$ cat src/rtl/mem_arbiter.sv
// -----------------------------------------------------------------------------
// mem_arbiter
//
// Shares one off-chip memory port between the I-cache and D-cache block
// transfer interfaces. A round-robin arbiter picks one requester in IDLE,
// latches its command into the mem_* registers and holds it unchanged until
// memory answers with mem_ready. The completion pulse is routed only to the
// owner of the transaction. A one-cycle DONE state follows every transfer so
// the served cache can drop its request before arbitration resumes.
//
// Ports
//   clk, rst                   clock, asynchronous active-high reset
//   i_read/i_write/i_addr/
//   i_wdata                    I-cache request (held until i_ready)
//   i_rdata, i_ready           I-cache read line and completion pulse
//   d_*                        same set for the D-cache
//   mem_read/mem_write/
//   mem_addr/mem_wdata         registered memory command
//   mem_rdata, mem_ready       memory read line and completion pulse
// -----------------------------------------------------------------------------
module mem_arbiter #(
    parameter int ADDR_W = 28,
    parameter int DATA_W = 128
) (
    input  logic              clk,
    input  logic              rst,

    input  logic              i_read,
    input  logic              i_write,
    input  logic [ADDR_W-1:0] i_addr,
    input  logic [DATA_W-1:0] i_wdata,
    output logic [DATA_W-1:0] i_rdata,
    output logic              i_ready,

    input  logic              d_read,
    input  logic              d_write,
    input  logic [ADDR_W-1:0] d_addr,
    input  logic [DATA_W-1:0] d_wdata,
    output logic [DATA_W-1:0] d_rdata,
    output logic              d_ready,

    output logic              mem_read,
    output logic              mem_write,
    output logic [ADDR_W-1:0] mem_addr,
    output logic [DATA_W-1:0] mem_wdata,
    input  logic [DATA_W-1:0] mem_rdata,
    input  logic              mem_ready
);

    typedef enum logic [1:0] {
        IDLE = 2'd0,
        BUSY = 2'd1,
        DONE = 2'd2
    } state_t;

    // Owner encoding: 0 = I-cache, 1 = D-cache.
    state_t              r_state;
    state_t              w_state_next;
    logic                r_owner;
    logic                r_last;
    logic                r_mem_read;
    logic                r_mem_write;
    logic [ADDR_W-1:0]   r_mem_addr;
    logic [DATA_W-1:0]   r_mem_wdata;

    logic                w_req_i;
    logic                w_req_d;
    logic                w_grant;
    logic                w_grant_owner;
    logic                w_complete;
    logic                w_sel_read;
    logic                w_sel_write;

    assign w_req_i = i_read | i_write;
    assign w_req_d = d_read | d_write;

    // Opcode of whichever side is being granted this cycle.
    assign w_sel_read  = w_grant_owner ? d_read  : i_read;
    assign w_sel_write = w_grant_owner ? d_write : i_write;

    // -------------------------------------------------------------------------
    // State register
    // -------------------------------------------------------------------------
    // NOTE: sequential state uses non-blocking assignments so every register
    // samples the pre-edge values of the others, independent of block order.
    always_ff @(posedge clk or posedge rst) begin
        if (rst) begin
            r_state <= IDLE;
        end else begin
            r_state <= w_state_next;
        end
    end

    // -------------------------------------------------------------------------
    // Next-state and arbitration decision
    // -------------------------------------------------------------------------
    always_comb begin
        // NOTE: every output of this block gets a default first, so no path
        // through the case leaves a signal unassigned and no latch is inferred.
        w_state_next  = r_state;
        w_grant       = 1'b0;
        w_grant_owner = 1'b0;
        w_complete    = 1'b0;

        case (r_state)
            IDLE: begin
                if (w_req_i || w_req_d) begin
                    w_grant      = 1'b1;
                    w_state_next = BUSY;
                    // On a tie the side that was not served last wins; this
                    // gives strict I/D alternation under continuous load.
                    if (w_req_i && w_req_d) begin
                        w_grant_owner = ~r_last;
                    end else begin
                        w_grant_owner = w_req_d;
                    end
                end
            end
            BUSY: begin
                if (mem_ready) begin
                    w_complete   = 1'b1;
                    w_state_next = DONE;
                end
            end
            DONE: begin
                w_state_next = IDLE;
            end
            default: begin
                w_state_next = IDLE;
            end
        endcase
    end

    // -------------------------------------------------------------------------
    // Command / ownership registers
    // -------------------------------------------------------------------------
    // Address and write data are loaded only on grant, so they stay frozen for
    // the whole BUSY period no matter what the caches drive meanwhile.
    always_ff @(posedge clk or posedge rst) begin
        if (rst) begin
            r_owner     <= 1'b0;
            r_last      <= 1'b0;
            r_mem_read  <= 1'b0;
            r_mem_write <= 1'b0;
            r_mem_addr  <= '0;
            r_mem_wdata <= '0;
        end else if (w_grant) begin
            r_owner     <= w_grant_owner;
            // A requester asserting both read and write is treated as a write.
            r_mem_write <= w_sel_write;
            r_mem_read  <= w_sel_read & ~w_sel_write;
            r_mem_addr  <= w_grant_owner ? d_addr  : i_addr;
            r_mem_wdata <= w_grant_owner ? d_wdata : i_wdata;
        end else if (w_complete) begin
            r_mem_read  <= 1'b0;
            r_mem_write <= 1'b0;
            r_last      <= r_owner;
        end
    end

    // -------------------------------------------------------------------------
    // Outputs
    // -------------------------------------------------------------------------
    assign mem_read  = r_mem_read;
    assign mem_write = r_mem_write;
    assign mem_addr  = r_mem_addr;
    assign mem_wdata = r_mem_wdata;

    // mem_ready outside BUSY is ignored and never produces a ready pulse.
    assign i_ready = (r_state == BUSY) & mem_ready & ~r_owner;
    assign d_ready = (r_state == BUSY) & mem_ready &  r_owner;

    assign i_rdata = mem_rdata;
    assign d_rdata = mem_rdata;

endmodule
$ cat config.mk
export PLATFORM = sky130hd
export DESIGN_NAME = mem_arbiter
export DESIGN_NICKNAME = d
export VERILOG_FILES = /design/src/rtl/mem_arbiter.sv
export SDC_FILE = /design/constraint.sdc
export NUM_CORES = 1
export LEC_CHECK = 0
export BUFFER_PORTS_ARGS = -buffer_cell sky130_fd_sc_hd__buf_2
export CORE_AREA = 2 2 333 335
export CTS_CLUSTER_SIZE = 20
export DETAILED_ROUTE_END_ITERATION = 12
export DIE_AREA = 0 0 335 337
export PLACE_DENSITY_LB_ADDON = 0.12
export SYNTH_ARGS = -nofsm -noshare
export SYNTH_HDL_FRONTEND = slang
export SYNTH_SLANG_ARGS = --single-unit
$ cat constraint.sdc
create_clock -name clk -period 4.6 [get_ports clk]
set_input_delay 0.23 -clock clk [delete_from_list [all_inputs] [get_ports clk]]
set_output_delay 0.23 -clock clk [all_outputs]
set_load 0.01 [all_outputs]
Word level (Yosys, flattened, before mapping) --
Cells that the tools add are included.
Cells by class: eq/ne operators 3, multiplexer cells 17, bitwise gates (word level) 10, reductions and logical operators 6
Operators with widths (count):
- $mux 128 | 1
- $mux 28 | 1
- $mux 1 | 12
- $and 1x1->1 | 4
- $mux 2 | 2
- $ne 2x2->1 const B | 2
- $not 1->1 | 4
- $pmux 2 s2 | 1
- $reduce_and 2->1 | 2
- $eq 2x1->1 const B | 1
- $logic_not 2->1 | 1
- $or 1x1->1 | 2
- $reduce_bool 2->1 | 1
- $logic_and 1x1->1 | 1
- $logic_or 1x1->1 | 1
Storage, ports and cells: flip-flop bits (word level) 162, input bits 447, output and inout port bits 416, word-level logic and storage cells 43

Longest topological paths before layout --
Gate-level depths: netlist (run 1).
depth after elaboration 9, gate-level depth with buffers 6, mapped depth without buffers 3

Worst setup path before layout (run 1) --
Ideal clock, no wire load.
kind reg-to-reg, from reg r_state[1], to reg r_mem_addr[0], in the netlist mem_addr[0], setup time 0.131 ns, data arrival time 1.402 ns, required time 4.469 ns, setup slack 3.067 ns, stages on the path, launching flop included 7, path buffers 3, period minus slack after synthesis 1.533 ns, cell sequence dfrtp_1 > or2_1 > buf_2 > buf_2 > clkbuf_1 > o31ai_1 > a2bb2oi_1
Between the ends: cells in the longest elaborated chain, start to end 3, elaborated cells between the ends (all ways) 4, classes of those cells mux: 3; reduce/logical: 1
Ends and longest elaborated chain:
- start: declaration | line 57 | state_t r_state;
- start signal: assignment | line 90 | r_state <= w_state_next;
- $logic_not 2->1 (*) | line 105 | case (r_state)
- $mux 1 | line 105
- $mux 28 | line 152 | r_mem_addr <= w_grant_owner ? d_addr : i_addr;
- end signal: assignment | line 152
- end: declaration | line 63 | logic [ADDR_W-1:0] r_mem_addr;
Every way passes the cells marked *; elsewhere a longest branch is shown, timed or not. A chain may end at the register's enable or synchronous reset.

Worst setup path in the final report (run 1) --
from reg r_state[0], to reg r_mem_wdata[0], in the netlist mem_wdata[0]
Between the ends: cells in the longest elaborated chain, start to end 3, elaborated cells between the ends (all ways) 4, classes of those cells mux: 3; reduce/logical: 1
Ends and longest elaborated chain:
- $logic_not 2->1 (*) | line 105
- $mux 1 | line 105
- $mux 128 | line 153 | r_mem_wdata <= w_grant_owner ? d_wdata : i_wdata;
- end signal: assignment | line 153
- end: declaration | line 64 | logic [DATA_W-1:0] r_mem_wdata;
Marked as above.

==> flow_metrics.env, run 1 <==
export IMPL_status="finished, final reports clean"
export IMPL_io_buffers=478
export IMPL_wl_met1_um=24900
export IMPL_syn_num_nets=1493
export IMPL_reg2reg_from="r_state[0]"
export IMPL_crit_path_end_kind="register"
export IMPL_ys_seq_area_share_pct=38.2
export IMPL_rrSetupSlack_ns=1.97
export IMPL_initial_core_util_pct=9.68
export IMPL_crit_chain="or2_4 -> buf_12 -> o31ai_1 -> a2bb2oi_1 -> dlygate4sd3_1"
export IMPL_peakVddDrop_mv=0.295
export IMPL_dpl_cell_count=2579
export IMPL_p_seq_share_pct=26.9
export IMPL_critPathCapture="mem_wdata[0]"
export IMPL_place_hpwl_um=49800
export IMPL_drt_wirelength_per_cell_um=24.6
export IMPL_hold_viol=0
export IMPL_synth_seq_cells=162
export IMPL_numCtsBuffers=17
export IMPL_p_int_mw=5.26
export IMPL_coreArea_um2=110000
export IMPL_setup_viol=0
export IMPL_cts_setup_buffers=0
export IMPL_p_sw_mw=4.19
export IMPL_clkLatencyLatePin_ns=0.51
export IMPL_p_comb_share_pct=57.1
export IMPL_netlist_area_um2=10600
export IMPL_period_share_pct=57.2
export IMPL_place_congestion=0.719
export IMPL_first_pass_iters=5
export IMPL_grt_start_max_net_pins=98
export IMPL_slew_limit_headroom_pct=36.8
export IMPL_grt_overflow=0
export IMPL_startpoint="r_state[0]"
export IMPL_critPathMaxStageDelay_ns=0.70
export IMPL_path_max_fanout=77
export IMPL_cpMaxStageDelayCell="or2_4"
export IMPL_fp_dieH_um=337
export IMPL_syn_inst=1046
export IMPL_cts_root_buf="clkbuf_16"
export IMPL_die_width_um=335
export IMPL_holdBufCountCts=208
export IMPL_wl_met2_um=34200
export IMPL_avgViaCountPerCell=3.73
export IMPL_detail_route_antenna_nets=0
export IMPL_p_leak_nw=5.94
export IMPL_drt_iter0_markers=484
export IMPL_post_cts_resize_count=0
export IMPL_fillCellCount=12600
export IMPL_layout_drive_gt1_share_pct=38.8
export IMPL_synthDistinctLibCells=24
export IMPL_worst_slew_pin_slew_ns=0.947
export IMPL_pre_cts_ws_ns=2.52
export IMPL_clock_path_buffers=2
export IMPL_grt_pass1_wl_um=94700
export IMPL_setup_slack_ns=1.97
export IMPL_layout_common_cells="478 x buf_2, 208 x dlygate4sd3_1, 162 x dfrtp_1, 157 x o31ai_1"
export IMPL_grtUsageTotal_pct=11.9
export IMPL_grt_pass1_vias=11300
export IMPL_cts_tree="done"
export IMPL_reg2regPathDepth=5
export IMPL_p_clk_share_pct=16.0
export IMPL_power_mw=9.46
export IMPL_fin_nets=1827
export IMPL_fmax_mhz=380
export IMPL_timing_max_cap_violations=0
export IMPL_yosys_warnings=0
export IMPL_period_needed_ns=2.63
export IMPL_clkTransAtPathRegs_ns=0.08
export IMPL_worstPathArrival_ns=3.07
export IMPL_p_per_area_nw_per_um2=618
export IMPL_crit_type="register to register"
export IMPL_fin_setup_tns_ns=0
export IMPL_clock_skew_ns=0.0156
export IMPL_fp_row_count=122
export IMPL_drc=0
export IMPL_cp_required_ns=5.04
export IMPL_p_sw_share_pct=44.3
export IMPL_finalNonFillerCells=2826
export IMPL_die_area_um2=113000
export IMPL_grt_setup_unrepaired="false"
export IMPL_htreeDepth=4
export IMPL_area_delta_synth_final_pct=44.4
export IMPL_syn_avg_cell_area_um2=10.1
export IMPL_layout_commonest_cell="buf_2"
export IMPL_r2r_end="mem_wdata[0]"
export IMPL_io_pins=863
export IMPL_top_layer="met5"
export IMPL_numClockSinks=162
export IMPL_via_count=10500
export IMPL_drv_slew=0
export IMPL_grt_antenna_before_repair=16
export IMPL_wl_met3_um=7930
export IMPL_cp_start_kind="register"
export IMPL_wl_um=69500
export IMPL_min_path_type="input pin to register"
cells in the mapped netlist (all sizes together):
cell type / number / share of area (%)
o32ai: 1 / 0.083
a21o: 1 / 0.071
or2: 3 / 0.18
o21a: 1 / 0.071
nand3b: 1 / 0.071
a22oi: 1 / 0.071
dfrtp: 162 / 38
nor2: 4 / 0.14
o21ai: 2 / 0.094
a211oi: 1 / 0.071
nor4: 1 / 0.20
nand2: 1 / 0.035
a311oi: 156 / 13
a2bb2oi: 156 / 13
buf: 322 / 21
clkbuf: 71 / 2.5
nand2b: 1 / 0.059
o31ai: 157 / 11
inv: 3 / 0.11
a32o: 1 / 0.094
worst min-delay path by stage:
stage | slack, ns | from | to | depth (start not counted)
6_report | 0.05 | i_wdata[49] | mem_wdata[49] | 3
5_1_grt | 0.02 | i_wdata[42] | mem_wdata[42] | 3
4_1_cts | 0.00005 | d_addr[7] | mem_addr[7] | 3
3_5_place_dp | 0.16 | rst | mem_wdata[125] | 2
3_3_place_gp | 0.17 | rst | mem_wdata[125] | 2
2_1_floorplan | 0.34 | mem_ready | r_state[0] | 1
critical path, delay by kind of cell (launching register included):
kind / cells / cell delay, ns
flip-flops: 1 / 0.38
AND/OR/NAND/NOR: 1 / 0.70
buffers and inverters: 2 / 0.92
AO/OA/AOI/OAI: 2 / 0.33
power by group through the flow:
stage | logic, mW | clock network [mW] | registers, mW
3_5_place_dp | 4.97 | 0 | 2.56
6_report | 5.40 | 1.52 | 2.54
5_1_grt | 5.88 | 1.67 | 2.63
4_1_cts | 5.53 | 1.62 | 2.55
3_3_place_gp | 4.97 | 0 | 2.58
2_1_floorplan | 2.76 | 0 | 2.79
metal layers:
metal  vias to the layer above  track usage, %
met5                         -          0.0426
met4                        16            4.84
met3                        98            5.93
met2                       654            20.3
met1                      5177            12.3
li1                       4588               -
registers in the layout, indices dropped and copies added (netlist names):
register / count
r_last: 1
r_owner: 1
mem_write: 1
mem_read: 1
mem_addr: 28
mem_wdata: 128
r_state: 2
metrics by stage:
step           cell area [um2]  util (%)  hold slack (ns)
3_3_place_gp             12700      11.6            0.167
3_5_place_dp             12700      11.6            0.161
4_1_cts                  15300      14.0        0.0000505
6_report                 15300      14.0           0.0451
5_1_grt                  15300      14.0           0.0227
2_1_floorplan            10600         -            0.337
kinds of logic after synthesis:
logic type	after synthesis	synth area share [%]
AO/OA/AOI/OAI	477	37.4
AND/OR/NAND/NOR	11	0.684
buffers and inverters	396	23.7
flip-flops	162	38.2
area by class of cell:
| class | instances | area [um2] | area share, % |
|---|---|---|---|
| Inverter | 3 | 15.0 | 0.0980 |
| Multi-Input combinational cell | 488 | 4080 | 26.7 |
| Antenna cell | 7 | 17.5 | 0.114 |
| Sequential cell | 162 | 4050 | 26.5 |
| Clock inverter | 13 | 105 | 0.686 |
| Timing Repair Buffer | 708 | 4810 | 31.4 |
| Tap cell | 1426 | 1780 | 11.7 |
| Clock buffer | 19 | 443 | 2.89 |
(Power assumes the default switching activity.)
==> run 2, diff against run 1 <==
Clock period 4.6 ns to 2.7 ns, I/O delays scaled along.
==> flow_metrics.env, run 2 (same netlist as run 1, synthesis figures left out) <==
export IMPL_p_sw_share_pct=41.5
export IMPL_peakVddDrop_mv=0.870
export IMPL_drt_iter0_markers=501
export IMPL_numCtsBuffers=17
export IMPL_cp_start_kind="register"
export IMPL_clock_path_buffers=2
export IMPL_p_sw_mw=7.47
export IMPL_grt_pass1_wl_um=95600
export IMPL_status="finished, final reports clean"
export IMPL_drv_slew=0
export IMPL_grt_start_max_net_pins=106
export IMPL_grtUsageTotal_pct=12.0
export IMPL_die_width_um=335
export IMPL_place_hpwl_um=50900
export IMPL_p_comb_share_pct=60.3
export IMPL_initial_core_util_pct=9.68
export IMPL_via_count=11200
export IMPL_drt_wirelength_per_cell_um=23.8
export IMPL_fin_nets=1951
export IMPL_coreArea_um2=110000
export IMPL_p_seq_share_pct=23.9
export IMPL_p_clk_share_pct=15.8
export IMPL_io_pins=863
export IMPL_timing_max_cap_violations=0
export IMPL_multi_input_comb_area_um2=4080
export IMPL_die_area_um2=113000
export IMPL_clkLatencyLatePin_ns=0.51
export IMPL_hold_viol=0
export IMPL_grt_setup_unrepaired="false"
export IMPL_min_path_type="input pin to register"
export IMPL_cts_tree="done"
export IMPL_fin_setup_tns_ns=0
export IMPL_clkTransAtPathRegs_ns=0.08
export IMPL_numClockSinks=162
export IMPL_layout_commonest_cell="buf_2"
export IMPL_fmax_mhz=411
export IMPL_cp_required_ns=3.14
export IMPL_worst_slew_pin_slew_ns=0.793
export IMPL_worstPathArrival_ns=2.87
export IMPL_p_leak_nw=6.44
export IMPL_period_needed_ns=2.44
export IMPL_fillCellCount=12500
export IMPL_area_delta_synth_final_pct=56.8
export IMPL_setup_viol=0
export IMPL_period_share_pct=90.2
export IMPL_fp_row_count=122
export IMPL_wl_um=70300
export IMPL_first_pass_iters=6
export IMPL_layout_drive_gt1_share_pct=37.0
export IMPL_largest_reg_flops=128
export IMPL_grt_antenna_before_repair=21
export IMPL_register_area_um2=4050
export IMPL_place_congestion=0.727
export IMPL_slew_limit_headroom_pct=47.2
export IMPL_clock_skew_ns=0.0168
export IMPL_io_buffers=478
export IMPL_fin_util_pct=15.2
export IMPL_path_max_fanout=85
export IMPL_grt_overflow=0
export IMPL_htreeDepth=4
export IMPL_avgViaCountPerCell=3.79
export IMPL_hold_worst_slack_ns=0.0264
export IMPL_fp_dieH_um=337
export IMPL_power_mw=18.0
export IMPL_drc=0
export IMPL_grt_pass1_vias=11900
export IMPL_detail_route_antenna_nets=0
export IMPL_layout_common_cells="478 x buf_2, 312 x dlygate4sd3_1, 162 x dfrtp_1, 157 x o31ai_1"
export IMPL_p_int_mw=10.5
export IMPL_crit_path_end_kind="register"
export IMPL_p_per_area_nw_per_um2=1080
export IMPL_crit_type="register to register"
export IMPL_cts_root_buf="clkbuf_16"
==> run 2: changes by cell type in the layout (fill, tap and decap cells not counted) <==
cell | before | now
clkinv_8 | 0 | 2
inv_6 | 2 | 5
clkbuf_8 | 1 | 0
buf_12 | 14 | 19
bufinv_16 | 0 | 2
diode_2 | 7 | 4
clkinv_4 | 4 | 2
clkinv_2 | 3 | 0
buf_4 | 8 | 23
clkbuf_1 | 1 | 0
dlygate4sd3_1 | 208 | 312
==> run 2: per-layer routing <==
metal	vias to the layer above	wire, um	GRT usage [%]
li1	4846	-	-
met1	5520	24900	12.2
met2	667	35300	21.0
met3	98	8060	6.27
met4	24	1880	4.05
met5	-	149	0
==> run 2: worst max-delay path: stages, from the launching register on <==
cell,delay [ns]
dfrtp_1,0.40
or2_4,0.41
nor2_4,0.22
buf_12,0.28
a2bb2oi_1,0.19
dlygate4sd3_1,0.57
==> run 2: final timing paths <==
check	startpoint	to	slack (ns)	depth (start not counted)
min	i_wdata[60]	mem_wdata[60]	0.03	3
min reg2reg	r_owner	r_owner	0.54	2
min in group asynchronous	rst	mem_wdata[86]	0.18	3
max	r_state[1]	mem_addr[6]	0.26	5
max in group asynchronous	rst	mem_wdata[32]	1.70	4
max reg2reg	r_state[1]	mem_addr[6]	0.26	5
==> run 2: area by class of cell <==
type                       instances  area share (%)
multi-input combinational        488            24.5
tap                             1426            10.7
clock buffer                      17            2.56
timing repair buffer             832            36.5
clock inverter                    15            1.15
sequential                       162            24.4
inverter                           3          0.0903
antenna                            4          0.0602
==> run 2: timing repair <==
item                                   CTS  global route
resized for setup                        0             0
setup buffers                            0             0
endpoints found under the hold margin  202             0
hold buffers                           312             0
==> run 2: per-stage QoR <==
| stage | worst slack [ns] | instances | area (um2) |
|---|---|---|---|
| after floorplan | 0.508 | 1046 | 10600 |
| after global placement | 0.662 | 2599 | 12900 |
| after detailed placement | 0.676 | 2599 | 12900 |
| after CTS | 0.306 | 2943 | 16600 |
| after global routing | 0.194 | 2946 | 16600 |
| final | 0.265 | 2947 | 16600 |
==> run 2: power by group through the flow <==
stage	logic (mW)	clock network, mW	registers [mW]
6_report	10.8	2.85	4.30
5_1_grt	11.8	3.09	4.45
4_1_cts	11.0	3.04	4.32
3_5_place_dp	8.65	0	4.32
3_3_place_gp	8.69	0	4.36
2_1_floorplan	4.70	0	4.75
==> run 3, diff against run 2 <==
Settings changed: CORE_AREA 2 2 333 335 to 2 2 337 339, DIE_AREA 0 0 335 337 to 0 0 339 341.
==> flow_metrics.env, run 3 (same netlist as run 1, synthesis figures left out) <==
export IMPL_layout_common_cells="478 x buf_2, 312 x dlygate4sd3_1, 161 x dfrtp_1, 157 x o31ai_1"
export IMPL_die_width_um=339
export IMPL_fp_row_count=123
export IMPL_grt_pass1_vias=12200
export IMPL_crit_type="register to register"
export IMPL_setup_viol=0
export IMPL_critPathMaxStageDelay_ns=0.57
export IMPL_drt_iter0_markers=536
export IMPL_use_met1_pct=13.1
export IMPL_path_max_fanout=82
export IMPL_largest_reg_flops=128
export IMPL_area_delta_synth_final_pct=58.4
export IMPL_avgViaCountPerCell=3.71
export IMPL_via_count=11200
export IMPL_die_area_um2=116000
export IMPL_timing_max_cap_violations=0
export IMPL_status="finished, final reports clean"
export IMPL_fin_util_pct=15.0
export IMPL_crit_chain="or2_4 -> buf_12 -> buf_12 -> a311oi_1 -> a2bb2oi_1 -> dlygate4sd3_1"
export IMPL_initial_core_util_pct=9.48
export IMPL_clkLatencyLatePin_ns=0.51
export IMPL_grt_pass1_wl_um=102000
export IMPL_fp_dieH_um=341
export IMPL_place_hpwl_um=55500
export IMPL_wl_um=75000
export IMPL_grt_start_max_net_pins=96
export IMPL_layout_commonest_cell="buf_2"
export IMPL_p_leak_nw=6.49
export IMPL_dpl_cell_count=2682
export IMPL_grt_antenna_before_repair=21
export IMPL_slew_limit_headroom_pct=40.4
export IMPL_fin_setup_tns_ns=0
export IMPL_cts_root_buf="clkbuf_16"
export IMPL_io_buffers=478
export IMPL_top_usage_layer="met2"
export IMPL_crit_top_cell="buf_12"
export IMPL_numClockSinks=162
export IMPL_cts_tree="done"
export IMPL_cp_required_ns=3.10
export IMPL_drv_slew=0
export IMPL_p_per_area_nw_per_um2=1080
export IMPL_period_share_pct=94.8
export IMPL_io_pins=863
export IMPL_first_pass_iters=4
export IMPL_place_congestion=0.763
export IMPL_hold_worst_slack_ns=0.131
export IMPL_numCtsBuffers=17
export IMPL_period_needed_ns=2.56
export IMPL_grt_overflow=0
export IMPL_clkTransAtPathRegs_ns=0.08
export IMPL_cp_start_kind="register"
export IMPL_drt_wirelength_per_cell_um=24.7
export IMPL_grtUsageMet3_pct=5.85
export IMPL_worstPathArrival_ns=2.96
export IMPL_coreArea_um2=112000
export IMPL_min_path_type="input pin to register"
export IMPL_clock_path_buffers=2
export IMPL_crit_path_end_kind="register"
export IMPL_peakVddDrop_mv=0.656
export IMPL_grt_met2_usage_pct=22.2
export IMPL_cpMaxStageDelayCell="dlygate4sd3_1"
export IMPL_grt_setup_unrepaired="false"
export IMPL_drc=0
export IMPL_fmax_mhz=391
export IMPL_fin_nets=1963
export IMPL_finalNonFillerCells=3034
export IMPL_worst_slew_pin_slew_ns=0.894
export IMPL_clock_skew_ns=0.0175
export IMPL_htreeDepth=4
export IMPL_hold_viol=0
export IMPL_grtUsageTotal_pct=12.5
export IMPL_detail_route_antenna_nets=0
export IMPL_layout_drive_gt1_share_pct=37.5
==> run 3: per-stage QoR <==
step / area, um2 / worst slack (ns) / power (mW)
6_report: 16800 / 0.141 / 18.1
5_1_grt: 16800 / 0.0351 / 19.5
4_1_cts: 16800 / 0.0957 / 18.5
3_5_place_dp: 13000 / 0.465 / 13.1
3_3_place_gp: 13000 / 0.491 / 13.2
2_1_floorplan: 10600 / 0.508 / 9.45
==> run 3: layout make-up <==
| type | count | area (um2) |
|---|---|---|
| repair buffers | 843 | 6130 |
| fillers | 12900 | 95100 |
| multi-input cells | 489 | 4090 |
| clock inverters | 15 | 194 |
| flip-flops and latches | 162 | 4060 |
| inverters | 3 | 15.0 |
| diodes | 5 | 12.5 |
| clock buffers | 17 | 425 |
| well taps | 1500 | 1880 |
==> run 3: routing by layer <==
| layer | vias to the layer above | routed length [um] |
|---|---|---|
| met5 | - | 145 |
| met4 | 24 | 1580 |
| met3 | 105 | 7660 |
| met2 | 632 | 38000 |
| met1 | 5608 | 27600 |
| li1 | 4878 | - |
==> run 3: critical path: cells and delay by family, from the launching register on <==
kind | cells | cell delay (ns)
DFF | 1 | 0.48
buffers and inverters | 3 | 1.07
AOI/OAI and AO/OA | 2 | 0.44
and+or+nand+nor | 1 | 0.33
==> run 3: power by group <==
part | switching [mW] | total, mW | internal [mW]
Clock | 1.44 | 2.85 | 1.41
Combinational | 5.45 | 10.9 | 5.48
Sequential | 0.761 | 4.36 | 3.60
Total | 7.66 | 18.1 | 10.5
==> run 3: path summary, 6_finish.rpt <==
check	depth (start not counted)	slack, ns	end	start
worst max-delay path	6	0.14	mem_wdata[22]	r_state[1]
worst min-delay path	3	0.13	mem_wdata[13]	d_wdata[13]
worst max register to register	6	0.14	mem_wdata[22]	r_state[1]
worst min register to register	2	0.55	mem_write	mem_write
max in group asynchronous	4	1.52	mem_wdata[29]	rst
min in group asynchronous	4	0.37	mem_wdata[87]	rst
==> run 3: what timing repair did <==
item                                    4_1_cts  5_1_grt
gates resized for setup                       0        3
endpoints found under the setup margin        0       40
endpoints found under the hold margin       319        0
hold buffers                                312        0
setup buffers                                 0        2
